===== src/rtl/scroll_sequencer.sv =====
// scroll_sequencer: message pointer sequencer for the rotating 4-digit display
// (auto-rotate, debounced manual stepping, and message-memory load port).
module scroll_sequencer #(
    parameter int PERIOD     = 8388608,
    parameter int TICK_W     = 23,
    parameter int DEB_CYCLES = 65535,
    parameter int DEB_W      = 16
) (
    input  logic       clk_out,
    input  logic       reset_use,
    input  logic       mode_sw,
    input  logic       btn_next,
    input  logic       btn_prev,
    input  logic [1:0] speed_sel,
    input  logic       wr_valid,
    input  logic [3:0] wr_addr,
    input  logic [3:0] wr_data,
    output logic       wr_ready,
    output logic [3:0] pointer,
    output logic       step,
    output logic       mem_we,
    output logic [3:0] mem_waddr,
    output logic [3:0] mem_wdata,
    output logic [1:0] state
);
    typedef enum logic [1:0] {AUTO = 2'd0, MANUAL = 2'd1, LOAD = 2'd2} state_t;
    localparam int TW1 = TICK_W + 1;
    // PERIOD may be 2**TICK_W, so the shifted period is formed one bit wider
    localparam logic [TICK_W:0] PER = TW1'(PERIOD);
    localparam logic [TICK_W-1:0] TICK_RST = TICK_W'(PERIOD - 1);
    localparam logic [DEB_W-1:0] DEB_MAX = DEB_W'(DEB_CYCLES - 1);
    state_t st;
    logic mode_s1, mode_s2;
    logic [1:0] btn_s1, btn_s2, deb, press;
    logic [1:0][DEB_W-1:0] deb_cnt;
    logic [TICK_W-1:0] tick, reload;
    logic [TICK_W:0] p_full;
    always_comb begin
        p_full = PER >> speed_sel;
        reload = (p_full == '0) ? '0 : TICK_W'(p_full - 1'b1);
    end
    assign state = st;
    // Index 0 is next, index 1 is prev; press is a one-cycle rise of the debounced level
    always_ff @(posedge clk_out or posedge reset_use) begin
        if (reset_use) begin
            mode_s1 <= 1'b1;
            mode_s2 <= 1'b1;
            btn_s1  <= '0;
            btn_s2  <= '0;
            deb     <= '0;
            press   <= '0;
            deb_cnt <= '0;
        end else begin
            mode_s1 <= mode_sw;
            mode_s2 <= mode_s1;
            btn_s1  <= {btn_prev, btn_next};
            btn_s2  <= btn_s1;
            press   <= '0;
            for (int i = 0; i < 2; i++) begin
                if (btn_s2[i] == deb[i]) begin
                    deb_cnt[i] <= '0;
                end else if (deb_cnt[i] == DEB_MAX) begin
                    deb_cnt[i] <= '0;
                    deb[i]     <= ~deb[i];
                    press[i]   <= ~deb[i];
                end else begin
                    deb_cnt[i] <= deb_cnt[i] + 1'b1;
                end
            end
        end
    end
    always_ff @(posedge clk_out or posedge reset_use) begin
        if (reset_use) begin
            st        <= AUTO;
            tick      <= TICK_RST;
            pointer   <= '0;
            step      <= 1'b0;
            wr_ready  <= 1'b0;
            mem_we    <= 1'b0;
            mem_waddr <= '0;
            mem_wdata <= '0;
        end else begin
            step   <= 1'b0;
            mem_we <= 1'b0;
            case (st)
                AUTO: begin
                    if (wr_valid) begin
                        st   <= LOAD;
                        tick <= reload;
                    end else if (!mode_s2) begin
                        st   <= MANUAL;
                        tick <= reload;
                    end else if (tick == '0) begin
                        tick    <= reload;
                        pointer <= pointer + 1'b1;
                        step    <= 1'b1;
                    end else begin
                        tick <= tick - 1'b1;
                    end
                end
                MANUAL: begin
                    tick <= reload;
                    if (wr_valid) begin
                        st <= LOAD;
                    end else if (mode_s2) begin
                        st <= AUTO;
                    end else if (press[0] ^ press[1]) begin
                        pointer <= press[0] ? pointer + 1'b1 : pointer - 1'b1;
                        step    <= 1'b1;
                    end
                end
                LOAD: begin
                    tick <= reload;
                    if (wr_ready && !wr_valid) begin
                        st       <= mode_s2 ? AUTO : MANUAL;
                        pointer  <= '0;
                        step     <= |pointer;
                        wr_ready <= 1'b0;
                    end else begin
                        wr_ready <= 1'b1;
                        if (wr_valid && wr_ready) begin
                            mem_we    <= 1'b1;
                            mem_waddr <= wr_addr;
                            mem_wdata <= wr_data;
                        end
                    end
                end
                default: begin
                    st   <= AUTO;
                    tick <= reload;
                end
            endcase
        end
    end
endmodule


===== config.mk =====
export PLATFORM = sky130hd
export DESIGN_NAME = scroll_sequencer
export DESIGN_NICKNAME = d
export VERILOG_FILES = /design/src/rtl/scroll_sequencer.sv
export SDC_FILE = /design/constraint.sdc
export NUM_CORES = 1
export LEC_CHECK = 0
export ABC_AREA = 1
export BUFFER_PORTS_ARGS = -buffer_cell sky130_fd_sc_hd__buf_2
export CELL_PAD_IN_SITES_DETAIL_PLACEMENT = 1
export CELL_PAD_IN_SITES_GLOBAL_PLACEMENT = 1
export CORE_UTILIZATION = 41
export CTS_CLUSTER_SIZE = 20
export DETAILED_ROUTE_END_ITERATION = 10
export PLACE_DENSITY_LB_ADDON = 0.1
export SYNTH_ARGS = -nofsm -noshare
export SYNTH_HDL_FRONTEND = slang
export SYNTH_SLANG_ARGS = --single-unit

===== constraint.sdc =====
create_clock -name clk_out -period 2.8 [get_ports clk_out]
set_input_delay 0.56 -clock clk_out [delete_from_list [all_inputs] [get_ports clk_out]]
set_output_delay 0.56 -clock clk_out [all_outputs]
set_load 0.05 [all_outputs]

==> run_results.csv, run 1 <==
group,metric,value,unit
clock_network,ctsHoldBuffers,0,
yosys,async_flop_share,1.00,
worst_setup_path,critPathLaunch,"state[0]$_DFFE_PP0P_",
detailed_routing,postRouteAntennaNets,0,
floorplan,dieArea,11100,um2
worst_setup_path,worstPathRequired,3.10,ns
clock_network,cts_tree,"done",
power_and_ir_drop,powerDensity,714,nW/um2
worst_setup_path,worstPathMaxFanout,15,
yosys,ys_seq_area_frac,0.476,
timing,setup_tns,0,ns
power_and_ir_drop,ir_drop,0.355,mV
detailed_routing,drtIter0Drc,139,
global_route,grtUsageTotal,0.207,
detailed_routing,post_drt_wl_per_cell,14.1,um
clock_network,root_buffer,"clkbuf_8",
yosys,synth_top_area_share,0.326,
final_layout,fin_nets,623,
timing,tightest_slew,0.702,ns
worst_setup_path,critPathCaptureType,"register",
yosys,synth_edf_count,0,
floorplan,start_util,0.424,
detailed_routing,route.met2.wl,5310,um
floorplan,die_x,105,um
run,maxCapViolCount,0,
detailed_routing,routed-wl-met3,228,um
yosys,yosys-top-cells-area,"dfrtp_1, dfstp_2, nand2_1",
detailed_routing,firstDrtPassIters,6,
yosys,ys_seq_elements,82,
global_route,antenna_found_initial,0,
timing,rsz0062_at_grt,"no",
yosys,netlist_instances,551,
timing,skew,0.00722,ns
clock_network,path_clk_slew,0.09,ns
global_route,grt_first_pass_wirelength,18400,um
timing,setup_violations,0,
global_route,first_global_vias,3958,
detailed_routing,drt-met1-wl,4740,um
worst_setup_path,reg2regPathDepth,8,
final_layout,syn_to_final_growth,12.9,%
yosys,syn_area_per_cell,7.94,um2
clock_network,ctsLongestPathBuffers,2,
detailed_routing,highest_layer,"met4",
global_route,grt_max_degree,40,
yosys,synth.most_common_cell,"nand2_1",
power_and_ir_drop,leakage,0.00218,uW
final_layout,finish.utilization,0.478,
floorplan,die_y,105,um
worst_setup_path,cp-start-kind,"register",
clock_network,cts_setup_buffers,0,
clock_network,cts_resized,0,
final_layout,antenna_cells,0,
detailed_routing,drcViolationCount,0,
detailed_routing,viasPerCell,5.04,
timing,min_period,1.94,ns
status,outcome,"completed",
timing,final.period_utilization,0.694,
timing,finalHoldViolCount,0,
detailed_routing,vias,3708,
worst_hold_path,hold_class,"in -> async",
yosys,syn_nets,580,
floorplan,num_rows,37,
clock_network,clock-sinks,82,
yosys,synth_cell_types,33,
yosys,yosys_warnings,0,
place,gp_congestion,0.792,
worst_setup_path,r2r_start,"state[0]$_DFFE_PP0P_",
final_layout,drive_above_1_share,0.172,
yosys,synth_flop_cell,"dfrtp_1",
clock_network,h-tree-depth,3,
floorplan,core,10300,um2
timing,fmax,515,MHz
final_layout,fillers,1276,
worst_setup_path,crit_arrival,2.24,ns
clock_network,clk-insertion-delay-late,0.36,ns
yosys,yosysTopAreaCell,"dfrtp_1",
timing,slew_headroom,0.531,
clock_network,numCtsBuffers,9,
place,dp_hpwl,7780,um
yosys,synth_area,4370,um2
global_route,grt_overflow,0,
final_layout,register_area,2080,um2
final_layout,multi_input_area,2000,um2
place,portBuffers,32,
worst_setup_path,critical_path_class,"reg -> reg",
floorplan,io_pins,33,
yosys,synth_common_cells,"nand2_1, nor2_1, inv_1, dfrtp_1, nand3_1",
detailed_routing,wirelength,10400,um
timing,final-max-slew-violation-count,0,
-- through the flow --
step	hold WS, ns	instances	worst slack (ns)	total power (uW)	instance area [um2]
finish	0.279	735	0.858	3530	4940
global route	0.272	735	0.603	3730	4940
CTS	0.276	735	0.827	3580	4940
detailed placement	0.348	719	0.821	2540	4700
global placement	0.340	719	0.925	2500	4700
floorplan	0.331	551	0.173	2260	4370
-- registers in the layout, summed over array words and instances, names as in the netlist --
| register | flops |
|---|---|
| mem_we | 1 |
| btn_s1 | 2 |
| tick | 23 |
| press | 2 |
| step | 1 |
| deb | 2 |
| state | 2 |
| mem_wdata | 4 |
| pointer | 4 |
| wr_ready | 1 |
| mode_s1 | 1 |
| mode_s2 | 1 |
| deb_cnt | 32 |
| mem_waddr | 4 |
| btn_s2 | 2 |
-- power by group --
| part | total, uW | internal (uW) | switching, uW |
|---|---|---|---|
| combinational | 1080 | 285 | 800 |
| clock | 1020 | 556 | 461 |
| sequential | 1430 | 1320 | 111 |
-- layout by cell type (no fill, tap or decap) --
cell	n
or2_1	1
clkinvlp_4	1
a21oi_1	21
nand3_2	1
nor4_1	2
a21oi_2	1
nor3_1	16
nor2_2	9
dfstp_2	25
nand2_1	131
dfrtp_1	57
nor3_4	2
o21ai_1	2
inv_1	64
nor2_1	84
ha_1	13
nand3_1	36
nor2_4	3
nand3b_1	5
clkinv_2	2
inv_6	1
bufinv_16	2
o211ai_1	2
xnor2_1	8
o21bai_1	1
nand2_2	2
inv_2	5
buf_4	2
a31oi_1	2
a31o_2	1
o22ai_1	1
nand4_1	17
clkbuf_8	11
o21ai_0	23
xor2_1	10
nor3_2	2
clkinv_4	1
buf_2	32
-- kinds of logic (layout without fill, tap and decap cells) --
group	after synthesis	after routing	synth area share
fa+ha+maj	13	13	0.0372
compound gates	54	54	0.0661
simple gates	311	311	0.319
xor+xnor	18	18	0.0360
flops	82	82	0.476
buf+inv	73	121	0.0655
-- worst max-delay path, stage by stage (launching register included) --
cell and delay (ns):
dfrtp_1 0.45, inv_1 0.11, ha_1 0.21, inv_1 0.09, nor2_1 0.15, nand2_1 0.32, inv_2 0.36, nand3_1 0.11
nand2_1 0.07
-- layer usage --
layer | up-vias | global-route usage
met5 | - | 0
met2 | 26 | 0.367
met3 | 9 | 0.0408
met4 | 0 | 0.0483
li1 | 1854 | -
met1 | 1819 | 0.260
-- cell type report --
class,count,share of cell area
inverters,71,0.0545
repair buffers,34,0.0355
clock inverters,5,0.0172
well taps,136,0.0345
flip-flops and latches,82,0.422
clock buffers,11,0.0307
multi-input cells,396,0.406
-- path summary, 6_finish.rpt --
check                                      endpoint  slack [ns]
min in group clk_out              mode_s1$_DFF_PP1_        0.29
setup / recovery                 tick[20]$_DFF_PP1_        0.86
max in group asynchronous        deb[0]$_DFFE_PP0P_        1.68
setup reg to reg                 tick[20]$_DFF_PP1_        0.86
hold reg to reg                   mode_s2$_DFF_PP1_        0.36
hold / removal             mem_wdata[1]$_DFFE_PP0P_        0.28
Power figures use the tool's default switching activity.
==> run 2, diff against run 1 <==
CORE_UTILIZATION = 45   (was 41)
clock period = 1.8 ns   (was 2.8 ns; I/O delays follow)
==> run_results.csv, run 2 (same netlist as run 1, synthesis figures left out) <==
group,metric,value,unit
status,outcome,"completed",
detailed_routing,postRouteAntennaNets,0,
timing,fmax,603,MHz
timing,final.period_utilization,0.921,
worst_setup_path,crit_arrival,1.91,ns
place,dp_hpwl,7580,um
global_route,grt_first_pass_wirelength,17600,um
final_layout,drive_above_1_share,0.192,
clock_network,path_clk_slew,0.08,ns
floorplan,num_rows,35,
worst_setup_path,r2r_slack,0.14,ns
floorplan,core,9330,um2
worst_setup_path,worstPathRequired,2.05,ns
clock_network,numCtsBuffers,9,
worst_setup_path,critPathCaptureType,"register",
final_layout,final_common_cell,"nand2_1",
detailed_routing,post_drt_wl_per_cell,14.0,um
floorplan,die_x,101,um
clock_network,ctsHoldBuffers,0,
timing,rsz0062_at_grt,"no",
clock_network,root_buffer,"clkbuf_8",
clock_network,cts_tree,"done",
floorplan,io_pins,33,
detailed_routing,highest_layer,"met4",
power_and_ir_drop,ir_drop,0.559,mV
global_route,grtUsageTotal,0.221,
detailed_routing,routed-wl-met3,208,um
detailed_routing,viasPerCell,5.09,
final_layout,regMostFlops,"deb_cnt",
timing,finalHoldViolCount,0,
floorplan,die_y,101,um
final_layout,reg_top3,"deb_cnt x32, tick x23",
detailed_routing,firstDrtPassIters,4,
detailed_routing,route.met2.wl,5220,um
worst_setup_path,worstPathMaxFanout,5,
floorplan,start_util,0.469,
timing,final-max-slew-violation-count,0,
final_layout,mostFrequentLayoutCells,"nand2_1, nor2_1, inv_1",
timing,skew,0.0111,ns
power_and_ir_drop,leakage,0.00222,uW
final_layout,fin_nets,633,
clock_network,clk-insertion-delay-late,0.36,ns
global_route,grt_overflow,0,
clock_network,clock-sinks,82,
worst_hold_path,hold_class,"in -> reg",
clock_network,h-tree-depth,3,
place,portBuffers,32,
global_route,first_global_vias,3832,
final_layout,syn_to_final_growth,14.9,%
worst_setup_path,critical_path_class,"reg -> reg",
detailed_routing,drcViolationCount,0,
timing,tightest_slew,0.441,ns
timing,min_period,1.66,ns
timing,setup_tns,0,ns
run,maxCapViolCount,0,
worst_setup_path,cp-start-kind,"register",
place,gp_congestion,0.795,
final_layout,largest_reg_flops,32,
timing,slew_headroom,0.706,
floorplan,dieArea,10100,um2
detailed_routing,wirelength,10300,um
clock_network,ctsLongestPathBuffers,2,
power_and_ir_drop,powerDensity,1100,nW/um2
timing,setup_violations,0,
global_route,antenna_found_initial,0,
global_route,grt_max_degree,83,
timing,hold_ws,0.100,ns
final_layout,antenna_cells,0,
detailed_routing,drtIter0Drc,66,
detailed_routing,drt-met1-wl,4760,um
detailed_routing,vias,3755,
[run 2: changes by cell type in the layout (fill, tap and decap cells not counted), sizes merged]
cell      before  now
inv           70   69
clkinv         3    2
clkbuf        11   12
clkinvlp       1    2
buf           34   44
[run 2: final timing paths]
kind                                            from                       end  depth (start not counted)
min in group asynchronous                  reset_use  mem_waddr[1]$_DFFE_PP0P_                          3
worst min register to register     mode_s1$_DFF_PP1_         mode_s2$_DFF_PP1_                          0
worst min-delay path                         mode_sw         mode_s1$_DFF_PP1_                          1
worst max register to register  state[0]$_DFFE_PP0P_    pointer[3]$_DFFE_PP0P_                          9
worst max-delay path            state[0]$_DFFE_PP0P_    pointer[3]$_DFFE_PP0P_                          9
max in group asynchronous                  reset_use         tick[5]$_DFF_PP1_                          3
[run 2: area by class of cell]
type	count	area, um2
well taps	129	161
fillers	1194	4300
repair buffers	44	263
clock inverters	4	76.3
clock buffers	12	145
flip-flops and latches	82	2090
inverters	71	272
multi-input cells	396	2020
[run 2: stage by stage]
step	total power, uW	cell area, um2	setup WS [ns]	utilization	instances
after floorplan	3520	4380	0.00771	-	551
after global placement	3920	4760	0.148	0.511	719
after detailed placement	3970	4760	0.0354	0.511	719
after CTS	5500	4980	0.0160	0.534	735
after global routing	5830	5030	0.00753	0.539	738
final	5510	5030	0.143	0.539	738
[run 2: worst max-delay path, stage by stage, from the launching register on]
cell and delay, ns:
dfrtp_2 0.41, inv_1 0.07, ha_1 0.23, inv_2 0.10
a21oi_1 0.06, or2_1 0.25, a21oi_4 0.17, nand2_1 0.13
nand2_1 0.09, nand2_1 0.05
[run 2: what timing repair did]
action | CTS | global route
setup endpoints to repair | 0 | 6
setup buffers | 0 | 3
gates resized for setup | 0 | 7
[run 2: layer usage]
layer | track usage | up-vias
met5 | 0 | -
met4 | 0.0725 | 0
met3 | 0.0270 | 16
met2 | 0.397 | 41
met1 | 0.274 | 1825
li1 | - | 1873
[run 2: power by group]
part | internal, uW | total, uW | leakage [uW] | switching [uW]
Clock | 824 | 1520 | 0.000107 | 700
Sequential | 2050 | 2220 | 0.00102 | 174
Combinational | 502 | 1760 | 0.00109 | 1260
==> run 3, diff against run 2 <==
CORE_UTILIZATION = 35   (was 45)
CTS_CLUSTER_DIAMETER = 50   (was not set)
==> run_results.csv, run 3 (same netlist as run 1, synthesis figures left out) <==
group,metric,value,unit
status,outcome,"completed",
worst_setup_path,cp_slowest_cell,"dfrtp_2",
clock_network,clock-sinks,82,
final_layout,fin_nets,638,
power_and_ir_drop,p_comb_frac,0.306,
final_layout,final_cell_count_no_fill,782,
global_route,grt_first_pass_wirelength,18500,um
detailed_routing,wirelength,10600,um
detailed_routing,post_drt_wl_per_cell,13.5,um
worst_setup_path,crit_arrival,1.86,ns
final_layout,reg_top3,"deb_cnt x32, tick x23",
final_layout,drive_above_1_share,0.195,
worst_setup_path,cpPeakStageDelay,0.39,ns
worst_setup_path,worstPathRequired,2.04,ns
place,gp_congestion,0.778,
final_layout,mostFrequentLayoutCells,"nand2_1, nor2_1, inv_1",
final_layout,regMostFlops,"deb_cnt",
worst_hold_path,holdPathStages,1,
worst_setup_path,critical_path_class,"reg -> reg",
final_layout,register_area,2090,um2
clock_network,ctsLongestPathBuffers,2,
timing,rsz0062_at_grt,"no",
clock_network,root_buffer,"clkbuf_16",
clock_network,path_clk_slew,0.06,ns
power_and_ir_drop,intPower,3490,uW
global_route,grtUsageTotal,0.183,
timing,final-max-slew-violation-count,0,
detailed_routing,drcViolationCount,0,
power_and_ir_drop,ir_drop,0.388,mV
timing,final.period_utilization,0.905,
place,dp_hpwl,8190,um
power_and_ir_drop,p_clk_frac,0.305,
detailed_routing,viasPerCell,4.74,
clock_network,cts_tree,"done",
final_layout,syn_to_final_growth,18.2,%
final_layout,finish.utilization,0.427,
timing,setup_violations,0,
global_route,grt_overflow,0,
worst_setup_path,worstReg2RegEnd,"pointer[1]$_DFFE_PP0P_",
worst_setup_path,worstPathMaxFanout,5,
clock_network,h-tree-depth,3,
floorplan,num_rows,40,
run,maxCapViolCount,0,
clock_network,clk-insertion-delay-late,0.35,ns
detailed_routing,drtIter0Drc,126,
clock_network,numCtsBuffers,9,
worst_setup_path,cp-start-kind,"register",
floorplan,die_x,114,um
power_and_ir_drop,seqPwrFrac,0.389,
timing,tightest_slew,0.409,ns
worst_setup_path,crit_chain,"inv_1 > ha_1 > inv_2 > a21oi_1 > or2_1 > a21oi_4 > nand2_1 > nand2_1 > nand2_1",
global_route,antenna_found_initial,0,
floorplan,die_y,114,um
worst_hold_path,hp-start,"mode_sw",
floorplan,start_util,0.361,
power_and_ir_drop,switching_share,0.391,
worst_setup_path,r2r_start,"state[0]$_DFFE_PP0P_",
timing,slew_headroom,0.725,
final_layout,antenna_cells,0,
power_and_ir_drop,switching_power,2240,uW
floorplan,dieArea,12900,um2
power_and_ir_drop,powerDensity,1110,nW/um2
final_layout,multi_input_area,2010,um2
worst_setup_path,critPathCaptureType,"register",
power_and_ir_drop,leakage,0.00227,uW
detailed_routing,postRouteAntennaNets,0,
floorplan,io_pins,33,
worst_setup_path,cpMostUsedCell,"nand2_1",
worst_setup_path,r2r_slack,0.17,ns
final_layout,largest_reg_flops,32,
floorplan,core,12100,um2
detailed_routing,firstDrtPassIters,4,
worst_hold_path,hold_class,"in -> reg",
place,placed_cell_area,4860,um2
place,portBuffers,32,
timing,fmax,614,MHz
global_route,first_global_vias,3938,
worst_setup_path,reg2regPathDepth,9,
global_route,grt_max_degree,38,
timing,min_period,1.63,ns
timing,setup_tns,0,ns
place,numPlacedInstances,763,
worst_hold_path,worstHoldEndpoint,"mode_s1$_DFF_PP1_",
final_layout,final_area,5170,um2
timing,skew,0.00891,ns
final_layout,fillers,1511,
timing,hold_ws,0.110,ns
timing,finalHoldViolCount,0,
final_layout,final_common_cell,"nand2_1",
detailed_routing,vias,3703,
[run 3: cell count changes in the layout (fill, tap and decap cells not counted), sizes merged]
cell         change
clkinvlp         +3
dlygate4sd3      +1
bufinv           -2
clkbuf           -3
buf              +4
inv              +2
[run 3: layout make-up]
class	instances	share of cell area
Clock buffer	9	0.0435
Sequential cell	82	0.403
Inverter	71	0.0525
Clock inverter	7	0.0102
Tap cell	168	0.0406
Multi-Input combinational cell	396	0.389
Timing Repair Buffer	49	0.0610
[run 3: worst max-delay path by stage]
stage                              start  depth (start not counted)                endpoint
finish              state[0]$_DFFE_PP0P_                          9  pointer[1]$_DFFE_PP0P_
global route           mode_s2$_DFF_PP1_                          8      tick[21]$_DFF_PP1_
CTS                 state[0]$_DFFE_PP0P_                          9  pointer[1]$_DFFE_PP0P_
detailed placement  state[0]$_DFFE_PP0P_                          9  pointer[1]$_DFFE_PP0P_
global placement    state[0]$_DFFE_PP0P_                          9  pointer[1]$_DFFE_PP0P_
floorplan           state[0]$_DFFE_PP0P_                          9  pointer[2]$_DFFE_PP0P_
[run 3: power by group through the flow]
stage          sequential, uW  clock (uW)  combinational, uW
6_report                 2230        1750               1760
5_1_grt                  2250        1870               1960
4_1_cts                  2240        1810               1740
3_5_place_dp             2270           0               1730
3_3_place_gp             2250           0               1700
2_1_floorplan            2750           0                774
[run 3: timing repair]
| action | CTS | global route |
|---|---|---|
| buffers inserted | 0 | 2 |
| hold endpoints to repair | 10 | 0 |
| gates resized for setup | 0 | 2 |
| setup endpoints to repair | 0 | 4 |
| hold buffers | 1 | 0 |
[run 3: critical path: cells and delay by family (launching register included)]
kind / cells / cell delay [ns]
compound gates: 2 / 0.22
fa+ha+maj: 1 / 0.23
flops: 1 / 0.39
simple gates: 4 / 0.51
buf+inv: 2 / 0.16
[run 3: layer usage]
metal / wire (um) / global-route usage / share of wire
met5: 0 / 0 / 0
met4: 191 / 0.0753 / 0.018
met3: 185 / 0.0255 / 0.017
met2: 5200 / 0.316 / 0.49
met1: 5020 / 0.231 / 0.47
[run 3: through the flow]
stage	setup slack [ns]	total power, uW
after floorplan	0.00771	3520
after global placement	0.141	3950
after detailed placement	0.0643	3990
after CTS	0.0556	5780
after global routing	0.0206	6080
final	0.171	5730
